==> src/rtl/RS5_pkg.sv <==
`default_nettype none
`timescale 1ns/1ps
// ============================================================================
// Module   : RS5_pkg
// Purpose  : Shared register offsets, serializer state type and STATUS packing
// Revision : 1.0 - initial release
// ============================================================================
package RS5_pkg;

  localparam logic [3:0] c_OFF_TXDATA = 4'h0;
  localparam logic [3:0] c_OFF_STATUS = 4'h4;
  localparam logic [3:0] c_OFF_COUNT  = 4'h8;

  localparam int c_FRAME_DATA_BITS = 8;

  typedef enum logic [1:0] {
    IDLE  = 2'd0,
    START = 2'd1,
    DATA  = 2'd2,
    STOP  = 2'd3
  } uart_tx_state_e;

  function automatic logic [31:0] status_word(
    input logic full,
    input logic empty,
    input logic busy,
    input logic overflow,
    input logic irq_pending
  );
    return {27'b0, irq_pending, overflow, busy, empty, full};
  endfunction

endpackage
`default_nettype wire

==> src/rtl/uart_tx_fifo.sv <==
`default_nettype none
`timescale 1ns/1ps
// ============================================================================
// Module   : uart_tx_fifo
// Purpose  : Synchronous FIFO; a push to a full FIFO is accepted only when a
//            pop happens in the same cycle, and a pop on an empty FIFO is ignored
// Revision : 1.0 - initial release
// ============================================================================
module uart_tx_fifo #(
  parameter int DEPTH = 8,
  parameter int WIDTH = 8
) (
  input  logic                     clk,
  input  logic                     reset,
  input  logic                     push,
  input  logic                     pop,
  input  logic [WIDTH-1:0]         wr_data,
  output logic [WIDTH-1:0]         rd_data,
  output logic                     full,
  output logic                     empty,
  output logic [$clog2(DEPTH):0]   count
);

  localparam int c_PTR_W = $clog2(DEPTH);
  localparam int c_CNT_W = c_PTR_W + 1;
  localparam logic [c_CNT_W-1:0] c_FULL_COUNT = c_CNT_W'(DEPTH);

  logic [WIDTH-1:0]   r_mem [DEPTH];
  logic [c_PTR_W-1:0] r_wr_ptr;
  logic [c_PTR_W-1:0] r_rd_ptr;
  logic [c_CNT_W-1:0] r_count;
  logic               w_do_push;
  logic               w_do_pop;

  assign empty     = (r_count == '0);
  assign full      = (r_count == c_FULL_COUNT);
  assign w_do_pop  = pop && !empty;
  assign w_do_push = push && (!full || w_do_pop);
  assign rd_data   = r_mem[r_rd_ptr];
  assign count     = r_count;

  // Pointers wrap naturally because DEPTH is a power of two.
  always_ff @(posedge clk or posedge reset) begin
    if (reset) begin
      r_wr_ptr <= '0;
      r_rd_ptr <= '0;
      r_count  <= '0;
    end else begin
      if (w_do_push) r_wr_ptr <= r_wr_ptr + 1'b1;
      if (w_do_pop)  r_rd_ptr <= r_rd_ptr + 1'b1;
      case ({w_do_push, w_do_pop})
        2'b10:   r_count <= r_count + 1'b1;
        2'b01:   r_count <= r_count - 1'b1;
        default: r_count <= r_count;
      endcase
    end
  end

  always_ff @(posedge clk) begin
    if (w_do_push) r_mem[r_wr_ptr] <= wr_data;
  end

endmodule
`default_nettype wire

==> src/rtl/uart_tx_periph.sv <==
`default_nettype none
`timescale 1ns/1ps
// ============================================================================
// Module   : uart_tx_periph
// Purpose  : Bus-mapped UART transmitter with TX FIFO (8N1, LSB first).
//            Define UART_TX_IRQ_EN to enable the TX-done interrupt.
// Revision : 1.0 - initial release
// ============================================================================
module uart_tx_periph
  import RS5_pkg::*;
#(
  parameter int FIFO_DEPTH = 8,
  parameter int CLK_DIV    = 16
) (
  input  logic        clk,
  input  logic        reset,
  input  logic        enable_i,
  input  logic [3:0]  we_i,
  input  logic [31:0] addr_i,
  input  logic [31:0] data_i,
  output logic [31:0] data_o,
  output logic        tx_o,
  output logic        irq_o
);

  localparam int c_DIV_W = $clog2(CLK_DIV);
  localparam int c_CNT_W = $clog2(FIFO_DEPTH) + 1;
  localparam logic [c_DIV_W-1:0] c_DIV_LAST = c_DIV_W'(CLK_DIV - 1);
  localparam logic [2:0] c_LAST_BIT = 3'(c_FRAME_DATA_BITS - 1);

  logic               w_wr;
  logic               w_rd;
  logic               w_wr_txdata;
  logic               w_wr_status;
  logic               w_fifo_pop;
  logic               w_fifo_full;
  logic               w_fifo_empty;
  logic [7:0]         w_fifo_head;
  logic [c_CNT_W-1:0] w_fifo_count;

  uart_tx_state_e     r_state;
  uart_tx_state_e     w_state_next;
  logic [c_DIV_W-1:0] r_div;
  logic [c_DIV_W-1:0] w_div_next;
  logic [2:0]         r_bit_idx;
  logic [2:0]         w_bit_idx_next;
  logic [7:0]         r_shift;
  logic [7:0]         w_shift_next;
  logic               r_tx;
  logic               w_tx_next;
  logic               w_bit_end;
  logic               w_irq_set;

  logic               r_overflow;
  logic               w_ovf_set;
  logic               w_irq_pending;
  logic [31:0]        w_rdata;
  logic [31:0]        r_rdata;
  logic               w_unused_bits;

  assign w_wr        = enable_i && (we_i != 4'b0);
  assign w_rd        = enable_i && (we_i == 4'b0);
  assign w_wr_txdata = w_wr && (addr_i[3:0] == c_OFF_TXDATA);
  assign w_wr_status = w_wr && (addr_i[3:0] == c_OFF_STATUS);

  uart_tx_fifo #(
    .DEPTH (FIFO_DEPTH),
    .WIDTH (8)
  ) u_fifo (
    .clk     (clk),
    .reset   (reset),
    .push    (w_wr_txdata),
    .pop     (w_fifo_pop),
    .wr_data (data_i[7:0]),
    .rd_data (w_fifo_head),
    .full    (w_fifo_full),
    .empty   (w_fifo_empty),
    .count   (w_fifo_count)
  );

  always_ff @(posedge clk or posedge reset) begin
    if (reset) begin
      r_state   <= IDLE;
      r_div     <= '0;
      r_bit_idx <= '0;
      r_shift   <= '0;
      r_tx      <= 1'b1;
    end else begin
      r_state   <= w_state_next;
      r_div     <= w_div_next;
      r_bit_idx <= w_bit_idx_next;
      r_shift   <= w_shift_next;
      r_tx      <= w_tx_next;
    end
  end

  assign w_bit_end = (r_div == c_DIV_LAST);

  always_comb begin
    w_state_next   = r_state;
    w_div_next     = r_div;
    w_bit_idx_next = r_bit_idx;
    w_shift_next   = r_shift;
    w_fifo_pop     = 1'b0;
    w_irq_set      = 1'b0;
    w_tx_next      = 1'b1;

    if (r_state == IDLE) w_div_next = '0;
    else                 w_div_next = w_bit_end ? '0 : r_div + 1'b1;

    unique case (r_state)
      IDLE: begin
        if (!w_fifo_empty) begin
          w_state_next   = START;
          w_fifo_pop     = 1'b1;
          w_shift_next   = w_fifo_head;
          w_bit_idx_next = '0;
        end
      end
      START: begin
        if (w_bit_end) w_state_next = DATA;
      end
      DATA: begin
        if (w_bit_end) begin
          if (r_bit_idx == c_LAST_BIT) begin
            w_state_next = STOP;
          end else begin
            w_bit_idx_next = r_bit_idx + 1'b1;
            w_shift_next   = {1'b0, r_shift[7:1]};
          end
        end
      end
      STOP: begin
        // Chain straight into the next frame so back-to-back bytes have no idle gap.
        if (w_bit_end) begin
          if (!w_fifo_empty) begin
            w_state_next   = START;
            w_fifo_pop     = 1'b1;
            w_shift_next   = w_fifo_head;
            w_bit_idx_next = '0;
          end else begin
            w_state_next = IDLE;
            w_irq_set    = 1'b1;
          end
        end
      end
      default: w_state_next = IDLE;
    endcase

    case (w_state_next)
      START:   w_tx_next = 1'b0;
      DATA:    w_tx_next = w_shift_next[0];
      default: w_tx_next = 1'b1;
    endcase
  end

  assign tx_o = r_tx;

  // A push into a full FIFO is only lost when no pop frees a slot that cycle.
  assign w_ovf_set = w_wr_txdata && w_fifo_full && !w_fifo_pop;

  always_ff @(posedge clk or posedge reset) begin
    if (reset) begin
      r_overflow <= 1'b0;
    end else if (w_ovf_set) begin
      r_overflow <= 1'b1;
    end else if (w_wr_status && data_i[3]) begin
      r_overflow <= 1'b0;
    end
  end

`ifdef UART_TX_IRQ_EN
  logic r_irq_pending;

  always_ff @(posedge clk or posedge reset) begin
    if (reset) begin
      r_irq_pending <= 1'b0;
    end else if (w_irq_set) begin
      r_irq_pending <= 1'b1;
    end else if (w_wr_status && data_i[4]) begin
      r_irq_pending <= 1'b0;
    end
  end

  assign w_irq_pending = r_irq_pending;
`else
  logic w_irq_unused;

  assign w_irq_unused  = w_irq_set;
  assign w_irq_pending = 1'b0;
`endif

  assign irq_o = w_irq_pending;

  always_comb begin
    w_rdata = '0;
    case (addr_i[3:0])
      c_OFF_STATUS: w_rdata = status_word(w_fifo_full, w_fifo_empty, (r_state != IDLE),
                                          r_overflow, w_irq_pending);
      c_OFF_COUNT:  w_rdata = 32'(w_fifo_count);
      default:      w_rdata = '0;
    endcase
  end

  always_ff @(posedge clk or posedge reset) begin
    if (reset) begin
      r_rdata <= '0;
    end else if (w_rd) begin
      r_rdata <= w_rdata;
    end
  end

  assign data_o = r_rdata;

  assign w_unused_bits = ^{addr_i[31:4], data_i[31:8]};

endmodule
`default_nettype wire

==> config.mk <==
export PLATFORM = sky130hd
export DESIGN_NAME = uart_tx_periph
export DESIGN_NICKNAME = d
export VERILOG_FILES = /design/src/rtl/RS5_pkg.sv /design/src/rtl/uart_tx_fifo.sv /design/src/rtl/uart_tx_periph.sv
export SDC_FILE = /design/constraint.sdc
export NUM_CORES = 1
export LEC_CHECK = 0
export BUFFER_PORTS_ARGS = -buffer_cell sky130_fd_sc_hd__buf_2
export CORE_MARGIN = 4
export CORE_UTILIZATION = 35
export CTS_BUF_LIST = sky130_fd_sc_hd__clkbuf_16
export DETAILED_ROUTE_END_ITERATION = 6
export PLACE_DENSITY = 0.61
export SLEW_MARGIN = 5
export SYNTH_ARGS = -nofsm -noshare
export SYNTH_HDL_FRONTEND = slang
export SYNTH_HIERARCHICAL = 1
export SYNTH_SLANG_ARGS = --single-unit
==> constraint.sdc <==
create_clock -name clk -period 4.1 [get_ports clk]
set_input_delay 0.82 -clock clk [delete_from_list [all_inputs] [get_ports clk]]
set_output_delay 0.82 -clock clk [all_outputs]
set_load 0.005 [all_outputs]
---- After elaboration in Yosys (flattened, before gate mapping) ----
Memory sizes are Yosys's and may differ from the RTL's.
Index checks and enable logic that the tools add are counted.
operators by class
  $add $sub $neg .......................... 6
  eq/ne operators ......................... 15
  mux-type cells .......................... 29
  reductions and logical operators ........ 23
operators by type and width
  operator                                          number
  two-way mux 8 bit                                 4
  one-hot mux 8 bit (3 select lines)                1
  one-hot mux 4 bit (2 select lines)                2
  == test 4 bit, second input constant              3
  logical NOT 4 bit                                 3
  two-way mux 3 bit                                 4
  two-way mux 2 bit                                 5
  adder 3 x 1 -> 3 bit, second input constant       3
  logical AND 1 bit                                 9
  one-hot mux 3 bit (3 select lines)                1
  adder 4 x 1 -> 4 bit, second input constant       2
  == test 2 bit, second input constant              4
  two-way mux 4 bit                                 2
  one-hot mux 2 bit (4 select lines)                1
  two-way mux 1 bit                                 7
  == test 2 x 1 -> 1 bit, second input constant     3
  inequality test 2 bit, second input constant      3
  nonzero test 2 bit                                3
  == test 4 x 3 -> 1 bit, second input constant     1
  one-hot mux 1 bit (2 select lines)                2
  AND reduction 4 bit                               1
  nonzero test 4 bit                                1
  subtractor 4 x 1 -> 4 bit, second input constant  1
  == test 3 bit, second input constant              1
  other kinds (4)                                   6
word-level totals
  flip-flop bits (word level) ............. 61
  memory bits (writable) .................. 64
  input bits .............................. 71
  output and inout port bits .............. 34
  logic and storage cells ................. 85
  memories ................................ 1
memory list
  memory        depth  bits a word  read ports  clocked after memory_dff  wr ports  RTL line            text
  u_fifo.r_mem  8      8            1           0                         1         uart_tx_fifo.sv:28  logic [WIDTH-1:0] r_mem [DEPTH];

---- Longest topological paths before layout ----
Gate-level depths: netlist of run 1.
  word-level depth ........................ 9
  mapped depth ............................ 13
  depth with buffers taken out ............ 12

---- Modules after synthesis ----
The synthesis of run 1 kept the hierarchy.
by module, submodules not included
  module          instances  cells an instance  area an instance (um^2)  seq. area each (um^2)
  uart_tx_fifo    1          165                3135.5                   2172.1
  uart_tx_periph  1          162                1524.0                   576.8

---- Worst setup path before layout of run 1 ----
Ideal clock, no wire load.
  kind .................................... flip-flop to flip-flop
  start point ............................. reg r_state[0]
  end point ............................... reg u_fifo.r_count[3], in the netlist u_fifo/count[3]
  library setup time ...................... 69 ps
  arrival ................................. 3191 ps
  data required time ...................... 4031 ps
  setup slack ............................. 840 ps
  cell stages (with the launch flop) ...... 14
  buffers on the path ..................... 1
  clock period less this slack ............ 3260 ps
  cell sequence ........................... dfrtp_1 > inv_1 > ha_1 > clkbuf_1 > a41oi_1 > nor3_1 > o21ai_2 > or2_2 > inv_1 > ha_1 > or2_2 > nand3_1 > mux2_2 > nand3b_1
on the way
  cells in the longest elaborated chain, start to end .. 7
  elaborated cells on any way between the ends .. 10
  classes of those cells .................. 3 x eq/ne; 2 x mux; 5 x reduce/logical
ends and longest elaborated chain
  element                                                                          RTL line               text
  start, declared                                                                  uart_tx_periph.sv:41   uart_tx_state_e r_state;
  start signal, assigned                                                           uart_tx_periph.sv:89   r_state <= w_state_next;
  == test 2 bit / logical NOT 2 bit (equally long branches)                        uart_tx_periph.sv:111  unique case (r_state)
  one-hot mux 1 bit (2 select lines) (*)                                           uart_tx_periph.sv:111
  net w_fifo_pop                                                                   uart_tx_periph.sv:35   logic w_fifo_pop;
  logical AND 1 bit (*)                                                            uart_tx_fifo.sv:37     assign w_do_pop = pop && !empty;
  logical OR 1 bit                                                                 uart_tx_fifo.sv:38     assign w_do_push = push && (!full || w_do_pop);
  logical AND 1 bit                                                                uart_tx_fifo.sv:38
  == test 2 x 1 -> 1 bit / == test 2 bit (equally long branches)                   uart_tx_fifo.sv:51     case ({w_do_push, w_do_pop})
  one-hot mux 4 bit (2 select lines) / nonzero test 2 bit (equally long branches)  n/a
  end signal, assigned                                                             uart_tx_fifo.sv:52     2'b10: r_count <= r_count + 1'b1;
  end signal, assigned                                                             uart_tx_fifo.sv:53     2'b01: r_count <= r_count - 1'b1;
  end signal, assigned                                                             uart_tx_fifo.sv:54     default: r_count <= r_count;
  end, declared                                                                    uart_tx_fifo.sv:31     logic [c_CNT_W-1:0] r_count;
Mark *: on every way through the listed nets, which the timed path passes. The rest lies on a longest branch.
A chain may end at the register's enable or synchronous reset.

---- Worst setup path after layout of run 1 ----
Same ends and word-level chain as after synthesis.

==> flow_metrics.tcl, run 1 <==
set metrics [dict create \
    p_clk_frac 0.400 \
    cts_resized 0 \
    cap_viol_max_count 0 \
    rows 41 \
    io_buffers 23 \
    fp.dieH_um 123.4 \
    clock_sink_count 97 \
    clkLatencyLatePin_ps 340 \
    fin_nets 444 \
    synth_warnings 6 \
    ant_nets 0 \
    ctsRootBufferMaster "clkbuf_16" \
    grt_usage 0.1158 \
    pwr-share-seq 0.521 \
    ys_seq_area_frac 0.5900 \
    crit_slowest_cell "dfrtp_1" \
    grt_pass1_wl_um 13410 \
    yosysTopAreaCell "edfxtp_1" \
    hold_class "primary input to async pin" \
    die_w_um 123.4 \
    fin_crit_sh 0.7444 \
    yosysUniqueCellTypes 61 \
    fmax_mhz 327.7 \
    numCtsBuffers 9 \
    worstMarginPinSlew_ps 917.7 \
    async_reset_ff_frac 0.3402 \
    drt_iter0_drc 111 \
    synth.top_cell.area_share 0.4125 \
    power_switching_uw 513.8 \
    first_global_vias 2580 \
    ys_ff_latch 97 \
    setup_viol 0 \
    path_class "register to register" \
    areaGrowthSynthToFinish_pct 11.30 \
    netlist_instances 327 \
    die_area_sq_um 15220 \
    synth-edff-count 64 \
    sw_frac_of_total 0.2387 \
    drive_gt1_frac 0.2137 \
    p_leak_uw 0.002044 \
    start_kind "register" \
    grt_max_degree 24 \
    reg2regPathDepth 12 \
    synth_area_per_cell_sq_um 14.25 \
    ys_top_cells_by_area "edfxtp_1, dfrtp_1, mux4_1" \
    crit_fanout 8 \
    num_vias 2588 \
    fin_util 0.4044 \
    period_needed_ps 3052 \
    rsz0062_at_grt "false" \
    clock_skew_ps 8.843 \
    ys_top_cells_by_count "edfxtp_1, nand2_1, dfrtp_1" \
    cp_data_required_time_ps 4370 \
    clockBufferDepth 2 \
    use_met2 0.1950 \
    hold_viol 0 \
    status "finished, final reports clean" \
    firstDrtPassIters 4 \
    finalSetupTns_ps 0 \
    slew_violations 0 \
    start_util 0.3633 \
    antenna_found_initial 0 \
    grt-busiest-layer "met2" \
    power_density_nw_per_um2 415.0 \
    post_cts_buffers 0 \
    cellInternalPower_uw 1639 \
    power_frac_comb 0.079 \
    dpl_cell_area_sq_um 4875 \
    stdcell_area_sq_um 5186 \
    vias_per_cell 4.819 \
    gp_congestion 0.7354 \
    ir_drop_mv 0.2774 \
    grt_util_met3 0.02150 \
    end_kind "register" \
    cts_tree "built" \
    remaining_drc_errors 0 \
    grtUsageMet1 0.1488 \
    hpwl_um 5609 \
    worstPathCellList "inv_1, ha_1, a41oi_1, nor3_1, o21ai_2, or2_2, inv_1, ha_1, or2_2, nand3_1, mux2_2, nand3b_1" \
    cp.arrival_ps 3320 \
    cts_hold_buf 0 \
    power_uw 2153 \
    ios 105 \
    path_clk_slew_ps 70 \
    insertedDiodeCount 0 \
    cts_htree_levels 3 \
    wire_per_inst_um 15.42 \
    slowest_delay_ps 430 \
    core_sq_um 12820 \
    routed_wl_um 8280 \
    maxSlewHeadroom 0.3875 \
    netlist_area_sq_um 4659 \
    synthFlopType "edfxtp_1" \
    yosysMostFrequentCell "edfxtp_1" \
    overflow 0 \
]
-- logic make-up after synthesis --
logic type               Yosys count  share of synthesized area
adder cells (fa/ha/maj)           13                    0.03652
AO/OA/AOI/OAI                     46                    0.07814
other                              1                  0.0008048
AND/OR/NAND/NOR                   80                    0.08405
flip-flops                        97                     0.5900
XOR/XNOR                           7                    0.01316
multiplexers                      30                     0.1211
buffers and inverters             53                    0.07626
-- sequential cells by signal, indices dropped and copies added (netlist names) --
name             cells
data_o               4
r_bit_idx            3
r_div                4
r_overflow           1
r_shift              8
r_state              2
tx_o                 1
u_fifo/count         4
u_fifo/r_mem        64
u_fifo/r_rd_ptr      3
u_fifo/r_wr_ptr      3
-- layout by cell type, fill, tap and decap left out, drive strengths merged, types with 3 or more instances in the layout --
cell / instances
dfrtp: 32
a22o: 3
clkbuf: 9
nor2b: 4
conb: 29
o21a: 3
nand3: 3
edfxtp: 64
o21ai: 9
inv: 15
nand2: 33
mux2: 12
xnor2: 5
a22oi: 10
a21oi: 4
nand2b: 4
nor2: 15
mux4: 16
nor3: 7
ha: 12
buf: 35
-- final cells by class --
type	count	area [sq um]
Clock buffer	9	225.2
Clock inverter	7	86.33
Inverter	12	45.04
Sequential cell	97	2749
Timing Repair Buffer	35	205.2
Fill cell	1206	7639
Tap cell	172	215.2
Multi-Input combinational cell	205	1660
-- metrics by stage --
step           hold slack [ps]  setup slack (ps)  cells
2_1_floorplan            449.0             839.8    355
3_3_place_gp             468.0              1008    521
3_5_place_dp             473.8             993.2    521
4_1_cts                  469.0              1051    537
5_1_grt                  499.8             817.3    537
6_report                 465.1              1048    537
-- critical path, delay by kind of cell (launching register included) --
| kind | cells | cell delay (ps) |
|---|---|---|
| simple gates | 5 | 1070 |
| fa+ha+maj | 2 | 620 |
| flops | 1 | 430 |
| mux | 1 | 330 |
| compound gates | 2 | 280 |
| buf+inv | 2 | 240 |
-- power by group through the flow --
stage | registers [uW] | logic [uW] | clock network (uW)
after global routing | 1130 | 195 | 932
after global placement | 1140 | 162 | 0
after floorplan | 1130 | 153 | 0
after CTS | 1120 | 173 | 890
final | 1120 | 170 | 861
after detailed placement | 1140 | 171 | 0
-- worst paths after layout --
path | from | end | slack [ps]
max in group asynchronous | reset | r_div[3] | 2850
min in group clk | data_o[2] | data_o[2] | 480
max reg2reg | r_state[0] | u_fifo/count[3] | 1050
min | reset | u_fifo/count[1] | 470
min reg2reg | data_o[2] | data_o[2] | 480
max | r_state[0] | u_fifo/count[3] | 1050
-- layer usage --
layer  vias to the layer above  routed length, um
li1                       1231                  -
met1                      1291               3716
met2                        58               4116
met3                         8                329
met4                         0                118
met5                         -                  0
Note: power is estimated with default switching activity, not from simulation.
==> run 2: changes to the inputs <==
PLACE_DENSITY = 0.63   (was 0.61)
clock period = 2.55 ns   (was 4.1 ns; I/O delays follow)
==> run 2 against run 1 <==
  * First-iteration DRC count rose by 72%
  * Largest cell class unchanged
  * Clock-buffer cell count is the same
  * Final area is 6.2% higher
  * Final cell count grew 5.2%
  * Critical path type unchanged
  * Wire length increased by 4.3%
  * Global-route usage rose by 0.40 points
  * Clock skew grew 2.5 ps
  * Sequential share of layout area shrank 3.0 points
  * Hold slack worse by 310 ps
==> flow_metrics.tcl, run 2 (synthesis results as in run 1) <==
set metrics [dict create \
    fp.dieH_um 123.4 \
    firstDrtPassIters 4 \
    power_uw 3478 \
    clock_skew_ps 11.34 \
    clkLatencyLatePin_ps 350 \
    rows 41 \
    dp.cells 545 \
    crit_fanout 5 \
    period_needed_ps 2425 \
    grt_util_met3 0.03019 \
    setup_viol 0 \
    ios 105 \
    largest_reg_flops 64 \
    hold_viol 0 \
    status "finished, final reports clean" \
    fin_crit_sh 0.9510 \
    first_global_vias 2694 \
    use_met2 0.2130 \
    worstMarginPinSlew_ps 693.5 \
    cp_data_required_time_ps 2830 \
    routed_wl_um 8637 \
    clockBufferDepth 2 \
    grt-busiest-layer "met2" \
    insertedDiodeCount 0 \
    cts_hold_buf 0 \
    r2r_slack_ps 130 \
    reg2regPathDepth 11 \
    num_vias 2737 \
    top_regs "u_fifo/r_mem: 64 flops, r_shift: 8 flops" \
    place_ws_ps -109.2 \
    hpwl_um 6089 \
    gp_congestion 0.7634 \
    grt_max_degree 24 \
    cts_htree_levels 3 \
    die_w_um 123.4 \
    overflow 0 \
    power_density_nw_per_um2 631.8 \
    cap_viol_max_count 0 \
    setup_slack_ps 125.0 \
    finalSetupTns_ps 0 \
    grt_usage 0.1198 \
    end_kind "register" \
    fin_cells 565 \
    grt_pass1_wl_um 13730 \
    die_area_sq_um 15220 \
    drt_iter0_drc 191 \
    vias_per_cell 4.844 \
    layout_common_cells "edfxtp_1, buf_4, nand2_1, dfrtp_1, conb_1" \
    remaining_drc_errors 0 \
    start_kind "register" \
    maxSlewHeadroom 0.5312 \
    clock_sink_count 97 \
    final_common_cell "edfxtp_1" \
    core_sq_um 12820 \
    regMostFlops "u_fifo/r_mem" \
    path_clk_slew_ps 70 \
    grtUsageMet1 0.1449 \
    fin_nets 472 \
    numCtsBuffers 9 \
    r2r_start "r_state[1]" \
    ir_drop_mv 0.5454 \
    stdcell_area_sq_um 5505 \
    start_util 0.3633 \
    cp.arrival_ps 2710 \
    path_class "register to register" \
    wire_per_inst_um 15.29 \
    ctsRootBufferMaster "clkbuf_16" \
    hold_class "primary input to async pin" \
    slew_violations 0 \
    drive_gt1_frac 0.3104 \
    io_buffers 23 \
    areaGrowthSynthToFinish_pct 18.15 \
    cts_tree "built" \
    dpl_cell_area_sq_um 5132 \
    antenna_found_initial 0 \
    p_leak_uw 0.002194 \
    rsz0062_at_grt "false" \
    ant_nets 0 \
    fmax_mhz 412.4 \
    r2r-end "u_fifo/count[3]" \
]
## run 2: power by group
part	switching (uW)	internal, uW	leakage [uW]	total, uW
clock network	617	692	0.000146	1310
logic	209	180	0.00106	389
registers	43.8	1740	0.000987	1780
total	871	2610	0.00219	3480
## run 2: layout make-up
cell class                 count  area [sq um]
fill                        1163          7320
sequential                    97          2751
multi-input combinational    205          1777
timing repair buffer          63         415.4
clock buffer                   9         225.2
tap                          172         215.2
clock inverter                 7         71.32
inverter                      12         50.05
## run 2: worst max-delay path by stage
stage,startpoint,to,cells after the start
after floorplan,r_state[1],u_fifo/count[3],13
after global placement,addr_i[1],u_fifo/count[3],10
after detailed placement,addr_i[1],u_fifo/count[3],10
after CTS,r_state[0],u_fifo/count[3],11
after global routing,r_state[1],u_fifo/count[3],11
final,r_state[1],u_fifo/count[3],11
## run 2: critical path, stage by stage (launching register included)
cell and delay (ps):
dfrtp_2 470, inv_4 90, ha_4 210, nor3_4 200, o21ai_2 90, or2_4 240
inv_2 70, ha_4 190, a211o_1 330, nand3_2 100, mux2_4 290, nand3b_1 90
## run 2: metal layers
layer	share of wire	wire, um
met1	0.44	3797
met2	0.50	4347
met5	0	0
met3	0.047	408
met4	0.0097	84
## run 2: repair_timing
item / in CTS / in global routing
pin swaps: 0 / 6
gates resized for setup: 1 / 8
hold endpoints to repair: 0 / 0
setup buffers: 0 / 4
endpoints found under the setup margin: 1 / 6
## run 2: through the flow
| step | util | hold WS (ps) |
|---|---|---|
| after floorplan | - | 350.2 |
| after global placement | 0.4002 | 465.7 |
| after detailed placement | 0.4002 | 477.8 |
| after CTS | 0.4234 | 156.8 |
| after global routing | 0.4293 | 183.6 |
| final | 0.4293 | 150.2 |
